[src/rtl/mdu_iterative_pkg.sv]
// Shared definitions for the iterative multiply/divide unit: op codes and op-class helpers.
package mdu_iterative_pkg;

   localparam int unsigned MduOpWidth = 3;

   // Op codes share the decoder's op field alongside the ALU op codes.
   typedef enum logic [MduOpWidth-1:0] {
      MduMult  = 3'd0,
      MduMultu = 3'd1,
      MduDiv   = 3'd2,
      MduDivu  = 3'd3,
      MduMthi  = 3'd4,
      MduMtlo  = 3'd5
   } mdu_op_e;

   function automatic logic op_is_long(input mdu_op_e op);
      return (op == MduMult) || (op == MduMultu) || (op == MduDiv) || (op == MduDivu);
   endfunction

   function automatic logic op_is_signed(input mdu_op_e op);
      return (op == MduMult) || (op == MduDiv);
   endfunction

   function automatic logic op_is_mul(input mdu_op_e op);
      return (op == MduMult) || (op == MduMultu);
   endfunction

endpackage

[src/rtl/mdu_iterative_if.sv]
// Pipeline <-> MDU request/response bundle.
interface mdu_iterative_if #(
   parameter int unsigned WIDTH = 32
);
   import mdu_iterative_pkg::*;

   logic             start;
   mdu_op_e          op;
   logic [WIDTH-1:0] a;
   logic [WIDTH-1:0] b;
   logic             cancel;
   logic             busy;
   logic             done;
   logic [WIDTH-1:0] hi;
   logic [WIDTH-1:0] lo;

   modport master (
      output start, op, a, b, cancel,
      input  busy, done, hi, lo
   );

   modport slave (
      input  start, op, a, b, cancel,
      output busy, done, hi, lo
   );

endinterface

[src/rtl/mdu_sign_fix.sv]
// Conditional two's complement: passes mag through, or negates it when neg is set.
module mdu_sign_fix #(
   parameter int unsigned WIDTH = 32
) (
   input  logic [WIDTH-1:0] mag,
   input  logic             neg,
   output logic [WIDTH-1:0] res
);

   // Negate on request; used both for operand abs and for result sign correction.
   always_comb begin
      res = neg ? (~mag + WIDTH'(1)) : mag;
   end

endmodule

[src/rtl/mdu_iterative.sv]
// Iterative multiply/divide unit owning HI/LO. Shift-add multiply and restoring divide,
// one bit per cycle, on operand magnitudes; signs are applied in a single FIX cycle.
module mdu_iterative
   import mdu_iterative_pkg::*;
#(
   parameter int unsigned WIDTH = 32,
   parameter int unsigned CNT_W = 6
) (
   input  logic           clk,
   input  logic           rst_n,
   mdu_iterative_if.slave bus
);

   typedef enum logic [1:0] {StIdle, StCalc, StFix} state_e;

   state_e           state_q, state_d;
   logic [CNT_W-1:0] cnt_q, cnt_d;
   logic             busy_q, busy_d;
   logic             done_q, done_d;
   logic [WIDTH-1:0] hi_q, hi_d;
   logic [WIDTH-1:0] lo_q, lo_d;
   logic             is_mul_q, is_mul_d;
   logic             is_sgn_q, is_sgn_d;
   logic             sa_q, sa_d;
   logic             sb_q, sb_d;
   logic             dz_q, dz_d;
   // Multiplicand magnitude for multiply, divisor magnitude for divide.
   logic [WIDTH-1:0] opb_q, opb_d;
   // Multiply: {acc_hi, acc_lo} is the product accumulator, acc_lo starts as the multiplier.
   // Divide: acc_lo starts as the dividend and fills with quotient bits from the bottom.
   logic [WIDTH-1:0] acc_hi_q, acc_hi_d;
   logic [WIDTH-1:0] acc_lo_q, acc_lo_d;
   logic [WIDTH:0]   rem_q, rem_d;

   logic             a_neg, b_neg;
   logic [WIDTH-1:0] abs_a, abs_b;
   logic [WIDTH:0]   mul_sum;
   logic [WIDTH+1:0] div_shift, div_trial;
   logic             div_ge;
   logic [2*WIDTH-1:0] prod_fix;
   logic [WIDTH-1:0] quot_fix, rem_fix;

   assign a_neg = op_is_signed(bus.op) & bus.a[WIDTH-1];
   assign b_neg = op_is_signed(bus.op) & bus.b[WIDTH-1];

   mdu_sign_fix #(.WIDTH(WIDTH)) u_abs_a (.mag(bus.a), .neg(a_neg), .res(abs_a));
   mdu_sign_fix #(.WIDTH(WIDTH)) u_abs_b (.mag(bus.b), .neg(b_neg), .res(abs_b));

   mdu_sign_fix #(.WIDTH(2 * WIDTH)) u_fix_prod (
      .mag ({acc_hi_q, acc_lo_q}),
      .neg (is_sgn_q & (sa_q ^ sb_q)),
      .res (prod_fix)
   );
   // A zero divisor keeps the all-ones quotient regardless of operand signs.
   mdu_sign_fix #(.WIDTH(WIDTH)) u_fix_quot (
      .mag (acc_lo_q),
      .neg (is_sgn_q & (sa_q ^ sb_q) & ~dz_q),
      .res (quot_fix)
   );
   mdu_sign_fix #(.WIDTH(WIDTH)) u_fix_rem (
      .mag (rem_q[WIDTH-1:0]),
      .neg (is_sgn_q & sa_q),
      .res (rem_fix)
   );

   // Per-iteration datapath: shift-add step and restoring trial subtract.
   always_comb begin
      mul_sum   = {1'b0, acc_hi_q} + (acc_lo_q[0] ? {1'b0, opb_q} : '0);
      div_shift = {rem_q, acc_lo_q[WIDTH-1]};
      div_trial = div_shift - {2'b00, opb_q};
      div_ge    = ~div_trial[WIDTH+1];
   end

   // Next-state and datapath updates; cancel overrides everything except HI/LO retention.
   always_comb begin
      state_d  = state_q;
      cnt_d    = cnt_q;
      done_d   = 1'b0;
      hi_d     = hi_q;
      lo_d     = lo_q;
      is_mul_d = is_mul_q;
      is_sgn_d = is_sgn_q;
      sa_d     = sa_q;
      sb_d     = sb_q;
      dz_d     = dz_q;
      opb_d    = opb_q;
      acc_hi_d = acc_hi_q;
      acc_lo_d = acc_lo_q;
      rem_d    = rem_q;

      unique case (state_q)
         StIdle: begin
            if (bus.start) begin
               if (bus.op == MduMthi) begin
                  hi_d = bus.a;
               end else if (bus.op == MduMtlo) begin
                  lo_d = bus.a;
               end else if (op_is_long(bus.op)) begin
                  state_d  = StCalc;
                  cnt_d    = '0;
                  is_mul_d = op_is_mul(bus.op);
                  is_sgn_d = op_is_signed(bus.op);
                  sa_d     = a_neg;
                  sb_d     = b_neg;
                  dz_d     = (bus.b == '0);
                  acc_hi_d = '0;
                  rem_d    = '0;
                  if (op_is_mul(bus.op)) begin
                     opb_d    = abs_a;
                     acc_lo_d = abs_b;
                  end else begin
                     opb_d    = abs_b;
                     acc_lo_d = abs_a;
                  end
               end
            end
         end
         StCalc: begin
            cnt_d = cnt_q + CNT_W'(1);
            if (is_mul_q) begin
               {acc_hi_d, acc_lo_d} = {mul_sum, acc_lo_q[WIDTH-1:1]};
            end else begin
               acc_lo_d = {acc_lo_q[WIDTH-2:0], div_ge};
               rem_d    = div_ge ? div_trial[WIDTH:0] : div_shift[WIDTH:0];
            end
            if (cnt_q == CNT_W'(WIDTH - 1)) begin
               state_d = StFix;
               cnt_d   = '0;
            end
         end
         StFix: begin
            state_d = StIdle;
            done_d  = 1'b1;
            if (is_mul_q) begin
               {hi_d, lo_d} = prod_fix;
            end else begin
               hi_d = rem_fix;
               lo_d = quot_fix;
            end
         end
         default: begin
            state_d = StIdle;
         end
      endcase

      if (bus.cancel) begin
         state_d = StIdle;
         cnt_d   = '0;
         done_d  = 1'b0;
         hi_d    = hi_q;
         lo_d    = lo_q;
      end
   end

   assign busy_d = (state_d != StIdle);

   // State and datapath registers, all cleared by the asynchronous reset.
   always_ff @(posedge clk or negedge rst_n) begin
      if (!rst_n) begin
         state_q  <= StIdle;
         cnt_q    <= '0;
         busy_q   <= 1'b0;
         done_q   <= 1'b0;
         hi_q     <= '0;
         lo_q     <= '0;
         is_mul_q <= 1'b0;
         is_sgn_q <= 1'b0;
         sa_q     <= 1'b0;
         sb_q     <= 1'b0;
         dz_q     <= 1'b0;
         opb_q    <= '0;
         acc_hi_q <= '0;
         acc_lo_q <= '0;
         rem_q    <= '0;
      end else begin
         state_q  <= state_d;
         cnt_q    <= cnt_d;
         busy_q   <= busy_d;
         done_q   <= done_d;
         hi_q     <= hi_d;
         lo_q     <= lo_d;
         is_mul_q <= is_mul_d;
         is_sgn_q <= is_sgn_d;
         sa_q     <= sa_d;
         sb_q     <= sb_d;
         dz_q     <= dz_d;
         opb_q    <= opb_d;
         acc_hi_q <= acc_hi_d;
         acc_lo_q <= acc_lo_d;
         rem_q    <= rem_d;
      end
   end

   assign bus.busy = busy_q;
   assign bus.done = done_q;
   assign bus.hi   = hi_q;
   assign bus.lo   = lo_q;

endmodule
[src/flat_wrapper.sv]
// flat-port wrapper written by rule: the top's interface ports become plain ports
module mdu_iterative_flat import mdu_iterative_pkg::*;
#(
   parameter int unsigned WIDTH = 32,
   parameter int unsigned CNT_W = 6
)
  (clk, rst_n, bus_start, bus_op, bus_a, bus_b, bus_cancel, bus_busy, bus_done, bus_hi, bus_lo);
  mdu_iterative_if #(.WIDTH(WIDTH)) bus_i ();
  input  logic clk;
  input  logic rst_n;
  input wire logic [$bits(bus_i.start)-1:0] bus_start;
  input wire logic [$bits(bus_i.op)-1:0] bus_op;
  input wire logic [$bits(bus_i.a)-1:0] bus_a;
  input wire logic [$bits(bus_i.b)-1:0] bus_b;
  input wire logic [$bits(bus_i.cancel)-1:0] bus_cancel;
  output wire logic [$bits(bus_i.busy)-1:0] bus_busy;
  output wire logic [$bits(bus_i.done)-1:0] bus_done;
  output wire logic [$bits(bus_i.hi)-1:0] bus_hi;
  output wire logic [$bits(bus_i.lo)-1:0] bus_lo;
  assign bus_i.start = bus_start;
  assign bus_i.op = bus_op;
  assign bus_i.a = bus_a;
  assign bus_i.b = bus_b;
  assign bus_i.cancel = bus_cancel;
  assign bus_busy = bus_i.busy;
  assign bus_done = bus_i.done;
  assign bus_hi = bus_i.hi;
  assign bus_lo = bus_i.lo;
  mdu_iterative #(.WIDTH(WIDTH), .CNT_W(CNT_W)) u_core (.clk(clk), .rst_n(rst_n), .bus(bus_i));
endmodule
[config.mk]
export PLATFORM = sky130hd
export DESIGN_NAME = mdu_iterative_flat
export DESIGN_NICKNAME = d
export VERILOG_FILES = /design/src/rtl/mdu_iterative_pkg.sv /design/src/rtl/mdu_iterative_if.sv /design/src/rtl/mdu_sign_fix.sv /design/src/rtl/mdu_iterative.sv /design/src/flat_wrapper.sv
export SDC_FILE = /design/constraint.sdc
export NUM_CORES = 1
export LEC_CHECK = 0
export ABC_AREA = 1
export CELL_PAD_IN_SITES_DETAIL_PLACEMENT = 0
export CELL_PAD_IN_SITES_GLOBAL_PLACEMENT = 1
export CORE_UTILIZATION = 38
export CTS_BUF_LIST = sky130_fd_sc_hd__clkbuf_16
export DETAILED_ROUTE_END_ITERATION = 10
export GPL_TIMING_DRIVEN = 0
export PLACE_DENSITY_LB_ADDON = 0.1
export SKIP_LAST_GASP = 1
export SLEW_MARGIN = 10
export SYNTH_ARGS = -nofsm -noshare
export SYNTH_HDL_FRONTEND = slang
export SYNTH_SLANG_ARGS = --single-unit
[constraint.sdc]
create_clock -name clk -period 2.6 [get_ports clk]
set_input_delay 0.26 -clock clk [delete_from_list [all_inputs] [get_ports clk]]
set_output_delay 0.26 -clock clk [all_outputs]
set_load 0.05 [all_outputs]
==> results.sh, run 1 <==
export IMPL_ir_worst_vdd_mv=0.558
export IMPL_power_frac_seq_pct=22.0
export IMPL_critPathRequiredTime_ns=3.07
export IMPL_ys_seq_elements=208
export IMPL_p_sw_uw=13800
export IMPL_hold_viol_final=0
export IMPL_synth_cells=3404
export IMPL_p_int_uw=11500
export IMPL_synth_mux_area_share_pct=0
export IMPL_place_ws_ns=-1.05
export IMPL_slew_viol_final=0
export IMPL_r2r_start="u_core.acc_lo_q[0]$_DFFE_PN0P_"
export IMPL_ios=137
export IMPL_routed_wl_um=100000
export IMPL_io_buffers=136
export IMPL_drc=0
export IMPL_synth_xor_area_share_pct=3.43
export IMPL_maxCapViolCount=0
export IMPL_dr_total_vias=24000
export IMPL_rows=84
export IMPL_reg2reg_slack_ns=0.02
export IMPL_synth_distinct_cells=52
export IMPL_rsz0062_at_grt="yes"
export IMPL_max_freq_mhz=387
export IMPL_dr_pass1_iters=5
export IMPL_path_max_fanout=10
export IMPL_synth_simple_area_share_pct=40.8
export IMPL_gr_total_overflow=0
export IMPL_core_area_sq_um=52600
export IMPL_final_cell_mix="nand2_1 (1032), nor2_1 (495), inv_1 (384), nand3_1 (277), dfrtp_1 (187)"
export IMPL_areaGrowthSynthToFinish_pct=19.4
export IMPL_postRouteAntennaNets=0
export IMPL_r2r_cells=14
export IMPL_grt_pass1_vias=22100
export IMPL_cts_max_path_buffers=3
export IMPL_reg2reg_to="u_core.acc_hi_q[17]$_DFFE_PN0P_"
export IMPL_cts_clk_slew_worst_paths_ns=0.06
export IMPL_status="completed"
export IMPL_syn_area_sq_um=20200
export IMPL_viasPerCell=5.57
export IMPL_tightest_slew_ns=0.886
export IMPL_finalClockSkew_ns=0.0146
export IMPL_drive_gt1_share_pct=8.86
export IMPL_setup_ws_ns=0.0151
export IMPL_yosysWarnings=0
export IMPL_wl_per_cell_um=23.3
export IMPL_p_per_area_nw_per_um2=1050
export IMPL_finalSetupViolCount=0
export IMPL_clock_sinks=208
export IMPL_grt_pass1_wl_um=145000
export IMPL_p_comb_share_pct=63.2
export IMPL_cp_start_kind="flop"
export IMPL_syn_mean_instance_area_sq_um=5.93
export IMPL_cts_tree="done"
export IMPL_diodes=0
export IMPL_drtIter0Drc=2371
export IMPL_period_share_pct=99.4
export IMPL_place_detailed_hpwl_um=84200
export IMPL_syn_nets=3546
export IMPL_min_path_type="in -> async"
export IMPL_htreeDepth=1
export IMPL_path_class="reg -> reg"
export IMPL_crit_start="u_core.acc_lo_q[0]$_DFFE_PN0P_"
export IMPL_synth_top_family_by_area="simple AND/OR/NAND/NOR gates"
export IMPL_clkLatencyLatePin_ns=0.57
export IMPL_mostFrequentLayoutCell="nand2_1"
export IMPL_die_w_um=232
export IMPL_cp_arrival_ns=3.05
export IMPL_period_needed_ns=2.58
export IMPL_finalNetCount=3734
export IMPL_antenna_found_initial=0
export IMPL_gp_congestion=1.03
export IMPL_swShare_pct=54.5
export IMPL_dieArea_sq_um=54000
export IMPL_leakagePower_uw=0.0116
export IMPL_synth_fa_ha_area_share_pct=4.48
export IMPL_synth_compound_area_share_pct=15.5
export IMPL_numCtsBuffers=27
export IMPL_clkPwrFrac_pct=14.8
export IMPL_end_kind="flop"
export IMPL_grt_start_max_net_pins=91
export IMPL_die_h_um=232
export IMPL_max_slew_margin_rel_pct=40.3
export IMPL_root_buffer="clkbuf_16"
export IMPL_initial_core_util_pct=38.4
export IMPL_grt_usage_pct=36.4
export IMPL_synth_seq_area_share_pct=25.8
export IMPL_hold_slack_ns=0.150
[state kept, by name, indices dropped and copies added, names as in the netlist]
name and flops:
u_core.bus.busy 1, u_core.bus.done 1, u_core.is_sgn_q 1, u_core.rem_q 33
u_core.bus.hi 32, u_core.acc_hi_q 32, u_core.acc_lo_q 32, u_core.sa_q 1
u_core.opb_q 32, u_core.sb_q 1, u_core.is_mul_q 1, u_core.bus.lo 32
u_core.state_q 2, u_core.cnt_q 6, u_core.dz_q 1
[per-layer routing]
metal	GRT usage, %	share of wire [%]	up-vias
met4	13.0	4.0	0
met5	0	0	-
met1	51.3	45	11300
met2	56.2	43	1079
li1	-	-	11400
met3	5.01	7.5	168
[synth_stat cells, drive strengths merged]
cell type / count / share of area [%]
xor2: 57 / 2.5
o211ai: 35 / 1.3
and2: 2 / 0.062
dfrtp: 208 / 26
a32oi: 4 / 0.17
a31oi: 18 / 0.56
xnor2: 22 / 0.95
o221ai: 14 / 0.61
o22ai: 13 / 0.40
buf: 44 / 1.4
a21o: 7 / 0.26
o21bai: 9 / 0.33
nand2: 1062 / 20
a221o: 1 / 0.050
nor2: 550 / 11
nand3b: 15 / 0.56
o31ai: 4 / 0.15
o21a: 6 / 0.22
inv: 396 / 7.4
a221oi: 1 / 0.043
a211o: 1 / 0.043
o21ai: 213 / 5.3
or2: 6 / 0.19
nor4: 3 / 0.093
a21oi: 196 / 4.9
o21ba: 1 / 0.050
ha: 69 / 4.3
nand3: 285 / 7.2
nand4: 36 / 1.1
nor3: 28 / 0.74
a32o: 1 / 0.050
fa: 2 / 0.20
clkinv: 2 / 0.037
a21boi: 5 / 0.19
clkbuf: 64 / 1.2
a22oi: 24 / 0.89
[what timing repair did]
item,in CTS,in global routing
setup endpoints to repair,41,79
setup buffers,9,11
gates resized for setup,46,152
hold endpoints to repair,49,0
hold buffers,1,0
pin swaps,6,15
[worst max path at each step]
stage / endpoint / slack [ns] / cells after the start
3_5_place_dp: u_core.acc_hi_q[29]$_DFFE_PN0P_ / -1.05 / 17
5_1_grt: u_core.acc_hi_q[17]$_DFFE_PN0P_ / -0.1 / 14
3_3_place_gp: u_core.opb_q[8]$_DFFE_PN0P_ / -7.95 / 1
4_1_cts: u_core.rem_q[32]$_DFFE_PN0P_ / -0.08 / 16
2_1_floorplan: u_core.acc_hi_q[21]$_DFFE_PN0P_ / 0.06 / 17
6_report: u_core.acc_hi_q[17]$_DFFE_PN0P_ / 0.02 / 14
[cells by family (layout without fill, tap and decap cells)]
logic type	after synthesis	in the layout
XOR/XNOR	79	79
AND/OR/NAND/NOR	1987	1987
AO/OA/AOI/OAI	553	553
buffers and inverters	506	714
flip-flops	208	208
adder cells (fa/ha/maj)	71	71
[worst max-delay path: stages (launching register included)]
cell and delay, ns:
dfrtp_1 0.37, buf_6 0.13, clkbuf_2 0.17, nand2_2 0.12, inv_1 0.08, ha_4 0.30, nand2_1 0.09, nor2_2 0.18
inv_2 0.09, nor3_4 0.26, nand2_1 0.09, o211ai_1 0.33, a21oi_1 0.11, o21ai_1 0.11, nand2_1 0.06
[through the flow]
step	utilization [%]	area [sq um]	TNS, ns	std cells	power, uW
floorplan	-	20200	0	3404	15400
global placement	42.6	22400	-1665.36	4228	20500
detailed placement	42.8	22500	-19.71	4230	20500
CTS	44.8	23500	-0.291	4289	24400
global route	45.9	24100	-0.384	4300	27000
finish	45.9	24100	0	4300	25300
[power groups by stage]
stage	logic, uW	registers (uW)	clock network [uW]
floorplan	9590	5820	0
global placement	15000	5490	0
detailed placement	15000	5510	0
CTS	15200	5450	3770
global route	17500	5650	3900
finish	16000	5570	3740
[area by class of cell]
type,count,area [sq um]
Multi-Input combinational cell,2690,13500
Clock buffer,27,676
Sequential cell,208,5230
Clock inverter,22,175
Buffer,108,563
Fill cell,5762,28400
Inverter,398,1490
Tap cell,688,861
Timing Repair Buffer,159,1590
Power figures use the tool's default switching activity.
==> run 2: changes to the inputs <==
Clock period 2.6 ns to 2.14 ns, I/O delays scaled along.
==> run 2 against run 1 <==
Compared with the run above: largest power group unchanged; largest cell class unchanged; power is 56% higher; the flow now finishes with violations (negative setup slack); worst setup slack worse by 0.36 ns; critical path type unchanged; critical path depth grew 2.
==> results.sh, run 2 (synthesis results as in run 1) <==
export IMPL_core_area_sq_um=52600
export IMPL_hold_slack_ns=0.175
export IMPL_largest_reg_flops=33
export IMPL_root_buffer="clkbuf_16"
export IMPL_dr_pass1_iters=6
export IMPL_areaGrowthSynthToFinish_pct=41.8
export IMPL_cts_tree="done"
export IMPL_drive_gt1_share_pct=27.8
export IMPL_path_max_fanout=6
export IMPL_dp_cells=4230
export IMPL_top_register="u_core.rem_q"
export IMPL_gr_max_usage_layer="met2"
export IMPL_die_w_um=232
export IMPL_hold_viol_final=0
export IMPL_critPathRequiredTime_ns=2.63
export IMPL_tightest_slew_ns=0.830
export IMPL_slew_viol_final=0
export IMPL_rsz0062_at_grt="yes"
export IMPL_finalSetupViolCount=91
export IMPL_maxCapViolCount=0
export IMPL_ios=137
export IMPL_finalNetCount=3880
export IMPL_period_needed_ns=2.49
export IMPL_end_kind="flop"
export IMPL_drtIter0Drc=2348
export IMPL_gp_congestion=1.02
export IMPL_wl_per_cell_um=23.8
export IMPL_gr_usage_met2_pct=58.4
export IMPL_status="finished, violations left"
export IMPL_initial_core_util_pct=38.4
export IMPL_postRouteAntennaNets=0
export IMPL_clock_sinks=208
export IMPL_final_cell_mix="nand2_1 (858), nor2_1 (426), inv_1 (320), nand3_1 (203), buf_4 (150)"
export IMPL_viasPerCell=5.67
export IMPL_mostFrequentLayoutCell="nand2_1"
export IMPL_max_slew_margin_rel_pct=44.7
export IMPL_cts_clk_slew_worst_paths_ns=0.06
export IMPL_die_h_um=232
export IMPL_rows=84
export IMPL_clkLatencyLatePin_ns=0.59
export IMPL_max_freq_mhz=402
export IMPL_diodes=0
export IMPL_report_power_total_uw=39500
export IMPL_io_buffers=136
export IMPL_dieArea_sq_um=54000
export IMPL_routed_wl_um=106000
export IMPL_cp_start_kind="flop"
export IMPL_drc=0
export IMPL_grt_met3_usage_pct=5.38
export IMPL_htreeDepth=1
export IMPL_ir_worst_vdd_mv=0.985
export IMPL_dr_total_vias=25200
export IMPL_p_per_area_nw_per_um2=1380
export IMPL_cp_arrival_ns=2.98
export IMPL_grt_start_max_net_pins=74
export IMPL_leakagePower_uw=0.0131
export IMPL_place_detailed_hpwl_um=84400
export IMPL_period_share_pct=116
export IMPL_layout_cells_non_filler=4446
export IMPL_grt_usage_pct=37.4
export IMPL_violations="negative setup slack"
export IMPL_cts_max_path_buffers=3
export IMPL_grt_pass1_wl_um=148000
export IMPL_min_path_type="in -> async"
export IMPL_numCtsBuffers=27
export IMPL_use_met1_pct=52.1
export IMPL_path_class="reg -> reg"
export IMPL_antenna_found_initial=1
export IMPL_finalClockSkew_ns=0.0283
export IMPL_gr_total_overflow=0
export IMPL_grt_pass1_vias=22500
export IMPL_fin_setup_tns_ns=-13.10
export IMPL_setup_ws_ns=-0.345
run 2: changes by cell type in the layout (fill, tap and decap cells not counted), moves of 45 or more:
| cell | change |
|---|---|
| inv_1 | -64 |
| buf_4 | +130 |
| nand2_4 | +75 |
| nor2_4 | +53 |
| ha_4 | +49 |
| nand3_1 | -74 |
| nor2_1 | -69 |
| nand2_1 | -174 |
| nand2_2 | +96 |
| a21oi_1 | -45 |
| nand3_2 | +60 |
run 2: final timing paths:
check	from	endpoint	slack, ns	cells after the start
setup / recovery	u_core.acc_lo_q[0]$_DFFE_PN0P_	u_core.acc_hi_q[31]$_DFFE_PN0P_	-0.35	16
max in group asynchronous	rst_n	u_core.rem_q[0]$_DFFE_PN0P_	1.06	3
setup reg to reg	u_core.acc_lo_q[0]$_DFFE_PN0P_	u_core.acc_hi_q[31]$_DFFE_PN0P_	-0.35	16
min in group clk	bus_a[0]	u_core.bus.lo[0]$_DFFE_PN0P_	0.25	3
hold reg to reg	u_core.bus.lo[3]$_DFFE_PN0P_	u_core.bus.lo[3]$_DFFE_PN0P_	0.48	2
hold / removal	rst_n	u_core.acc_hi_q[27]$_DFFE_PN0P_	0.18	2
run 2: routing by layer:
layer	part of all wire (%)	wire length, um
met2	44	46400
met3	8.4	8910
met1	43	45300
met4	4.7	5020
met5	0.012	13
run 2: what timing repair did:
action | in CTS | in global routing
resized for setup | 310 | 736
pin swaps | 46 | 200
hold endpoints to repair | 66 | 0
setup endpoints to repair | 159 | 187
gates cloned | 2 | 5
setup buffers | 67 | 94
hold buffers | 1 | 0
run 2: critical path, cell delays in order (launching register included):
cell and delay [ns]:
dfrtp_1 0.34, buf_6 0.13, clkbuf_16 0.15, nand2_4 0.04
inv_2 0.06, ha_4 0.15, inv_4 0.04, fa_2 0.40
o21ai_4 0.24, a21oi_4 0.10, o21ai_4 0.24, nand3_4 0.13
nand2_2 0.10, nand2_2 0.07, nand2_1 0.07, nand2_1 0.05
o21ai_1 0.07
run 2: final cells by class:
cell class	instances	area [sq um]
Multi-Input combinational cell	2690	16500
Buffer	107	639
Fill cell	5286	23900
Clock inverter	22	258
Sequential cell	208	5280
Inverter	398	1550
Clock buffer	27	676
Tap cell	688	861
Timing Repair Buffer	306	2840
run 2: where the power goes:
group	internal, uW	switching, uW	total [uW]
Combinational	10500	17100	27500
Sequential	5050	1940	6990
Clock	2910	2060	4970
Total	18400	21100	39500
run 2: per-stage QoR:
step | utilization [%] | worst slack, ns | area [sq um]
CTS | 48.1 | -0.322 | 25300
finish | 54.4 | -0.345 | 28600
detailed placement | 42.8 | -0.849 | 22500
floorplan | - | -0.125 | 20200
global route | 54.4 | -0.412 | 28600
global placement | 42.7 | -8.35 | 22500
==> run 3: changes to the inputs <==
Settings changed: CELL_PAD_IN_SITES_DETAIL_PLACEMENT 0 to 1, CELL_PAD_IN_SITES_GLOBAL_PLACEMENT 1 to 2, CORE_UTILIZATION 38 to 29.
==> run 3 against run 2 <==
Compared with the run above: the run still ends with negative setup slack left; critical path depth unchanged; clock skew up 0.0054 ns; cell area up 2.0%; hold slack worse by 0.077 ns; highest routed layer unchanged.
==> results.sh, run 3 (synthesis results as in run 1) <==
export IMPL_multiInputGateArea_sq_um=16600
export IMPL_path_max_fanout=6
export IMPL_ios=137
export IMPL_grt_pass1_vias=25100
export IMPL_cts_max_path_buffers=3
export IMPL_finalSetupViolCount=89
export IMPL_rsz0062_at_grt="yes"
export IMPL_cts_tree="done"
export IMPL_finalNetCount=3884
export IMPL_drc=0
export IMPL_maxCapViolCount=0
export IMPL_grt_pass1_wl_um=173000
export IMPL_max_freq_mhz=403
export IMPL_ir_worst_vdd_mv=0.905
export IMPL_path_class="reg -> reg"
export IMPL_dieArea_sq_um=70700
export IMPL_top_register="u_core.rem_q"
export IMPL_place_ws_ns=-1.15
export IMPL_areaGrowthSynthToFinish_pct=44.5
export IMPL_grt_usage_pct=33.3
export IMPL_finalClockSkew_ns=0.0337
export IMPL_cp_arrival_ns=2.95
export IMPL_mostFrequentLayoutCell="nand2_1"
export IMPL_hold_slack_ns=0.0984
export IMPL_end_kind="flop"
export IMPL_initial_core_util_pct=29.4
export IMPL_grt_start_max_net_pins=91
export IMPL_antenna_found_initial=3
export IMPL_gp_congestion=0.977
export IMPL_min_path_type="in -> async"
export IMPL_slew_viol_final=0
export IMPL_rows=96
export IMPL_clock_sinks=208
export IMPL_routed_wl_um=121000
export IMPL_p_per_area_nw_per_um2=1420
export IMPL_max_stage_delay_ns=0.40
export IMPL_core_area_sq_um=68700
export IMPL_placed_area_sq_um=22800
export IMPL_status="finished, violations left"
export IMPL_fill_cells=8752
export IMPL_viasPerCell=5.32
export IMPL_drive_gt1_share_pct=29.0
export IMPL_violations="negative setup slack"
export IMPL_largest_reg_flops=33
export IMPL_crit_chain="buf_6 > clkbuf_16 > nand2_4 > inv_4 > ha_4 > inv_4 > fa_2 > o21ai_4 > a21oi_4 > o21ai_4 > buf_4 > nand3_2 > nand2_4 > nand2_2 > nand2_2 > o21ai_1"
export IMPL_max_slew_margin_rel_pct=47.0
export IMPL_dr_pass1_iters=5
export IMPL_cts_clk_slew_worst_paths_ns=0.07
export IMPL_setup_ws_ns=-0.342
export IMPL_clkLatencyLatePin_ns=0.61
export IMPL_period_needed_ns=2.48
export IMPL_root_buffer="clkbuf_16"
export IMPL_leakagePower_uw=0.0132
export IMPL_design_area_sq_um=29200
export IMPL_cp_start_kind="flop"
export IMPL_htreeDepth=1
export IMPL_final_cell_mix="nand2_1 (853), nor2_1 (416), inv_1 (311), nand3_1 (197), buf_4 (153)"
export IMPL_period_share_pct=116
export IMPL_numCtsBuffers=28
export IMPL_dr_total_vias=25000
export IMPL_place_detailed_hpwl_um=97600
export IMPL_fin_setup_tns_ns=-15.48
export IMPL_drtIter0Drc=1830
export IMPL_die_w_um=266
export IMPL_tightest_slew_ns=0.795
export IMPL_gr_total_overflow=0
export IMPL_die_h_um=266
export IMPL_postRouteAntennaNets=0
export IMPL_wl_per_cell_um=25.7
export IMPL_critPathRequiredTime_ns=2.61
export IMPL_hold_viol_final=0
export IMPL_io_buffers=136
export IMPL_regArea_sq_um=5290
export IMPL_critPathSlowestCell="fa_2"
-- run 3: cell type report --
cell class | count | share of cell area [%]
multi-input combinational | 2690 | 56.7
sequential | 208 | 18.1
timing repair buffer | 314 | 10.2
inverter | 398 | 5.34
tap | 931 | 3.99
clock buffer | 28 | 2.40
buffer | 102 | 2.30
clock inverter | 22 | 0.849
antenna | 2 | 0.0172
-- run 3: timing repair --
action	4_1_cts	5_1_grt
endpoints found under the setup margin	197	167
hold buffers	1	0
gates cloned	6	0
resized for setup	674	463
pin swaps	127	184
buffers inserted	106	71
endpoints found under the hold margin	109	0
-- run 3: worst max-delay path: cells and delay by family, from the launching register on --
family	cells	cell delay, ns
adder cells (fa/ha/maj)	2	0.55
buffers and inverters	5	0.54
flip-flops	1	0.34
AO/OA/AOI/OAI	4	0.58
AND/OR/NAND/NOR	5	0.35
-- run 3: worst paths after layout --
kind	start	end	slack [ns]	depth (start not counted)
max in group asynchronous	rst_n	u_core.acc_lo_q[18]$_DFFE_PN0P_	0.81	4
max	u_core.acc_lo_q[0]$_DFFE_PN0P_	u_core.acc_hi_q[25]$_DFFE_PN0P_	-0.34	16
min reg2reg	u_core.bus.lo[16]$_DFFE_PN0P_	u_core.bus.lo[16]$_DFFE_PN0P_	0.49	2
max reg2reg	u_core.acc_lo_q[0]$_DFFE_PN0P_	u_core.acc_hi_q[25]$_DFFE_PN0P_	-0.34	16
min in group clk	bus_op[0]	u_core.is_sgn_q$_DFFE_PN0P_	0.15	2
min	rst_n	u_core.acc_hi_q[29]$_DFFE_PN0P_	0.1	2
-- run 3: where the power goes --
| part | switching (uW) | internal (uW) | total, uW | leakage (uW) |
|---|---|---|---|---|
| Clock | 2170 | 2970 | 5140 | 0.000461 |
| Sequential | 2140 | 5050 | 7190 | 0.00247 |
| Combinational | 18000 | 11100 | 29100 | 0.0103 |
| Total | 22300 | 19200 | 41400 | 0.0132 |
-- run 3: per-layer routing --
metal  global-route usage [%]  part of all wire, %  vias up
met5                        0                0.011        -
met4                     12.5                  4.2        2
met1                     46.1                   46    12500
met2                     53.3                   45      683
li1                         -                    -    11700
met3                     3.23                  4.7      170
-- run 3: stage by stage --
step	cells	util (%)	power (uW)
after floorplan	3404	-	18800
final	4695	42.5	41400
after global routing	4693	42.5	43600
after CTS	4636	39.8	38600
after global placement	4471	33.1	25500
after detailed placement	4473	33.2	25800
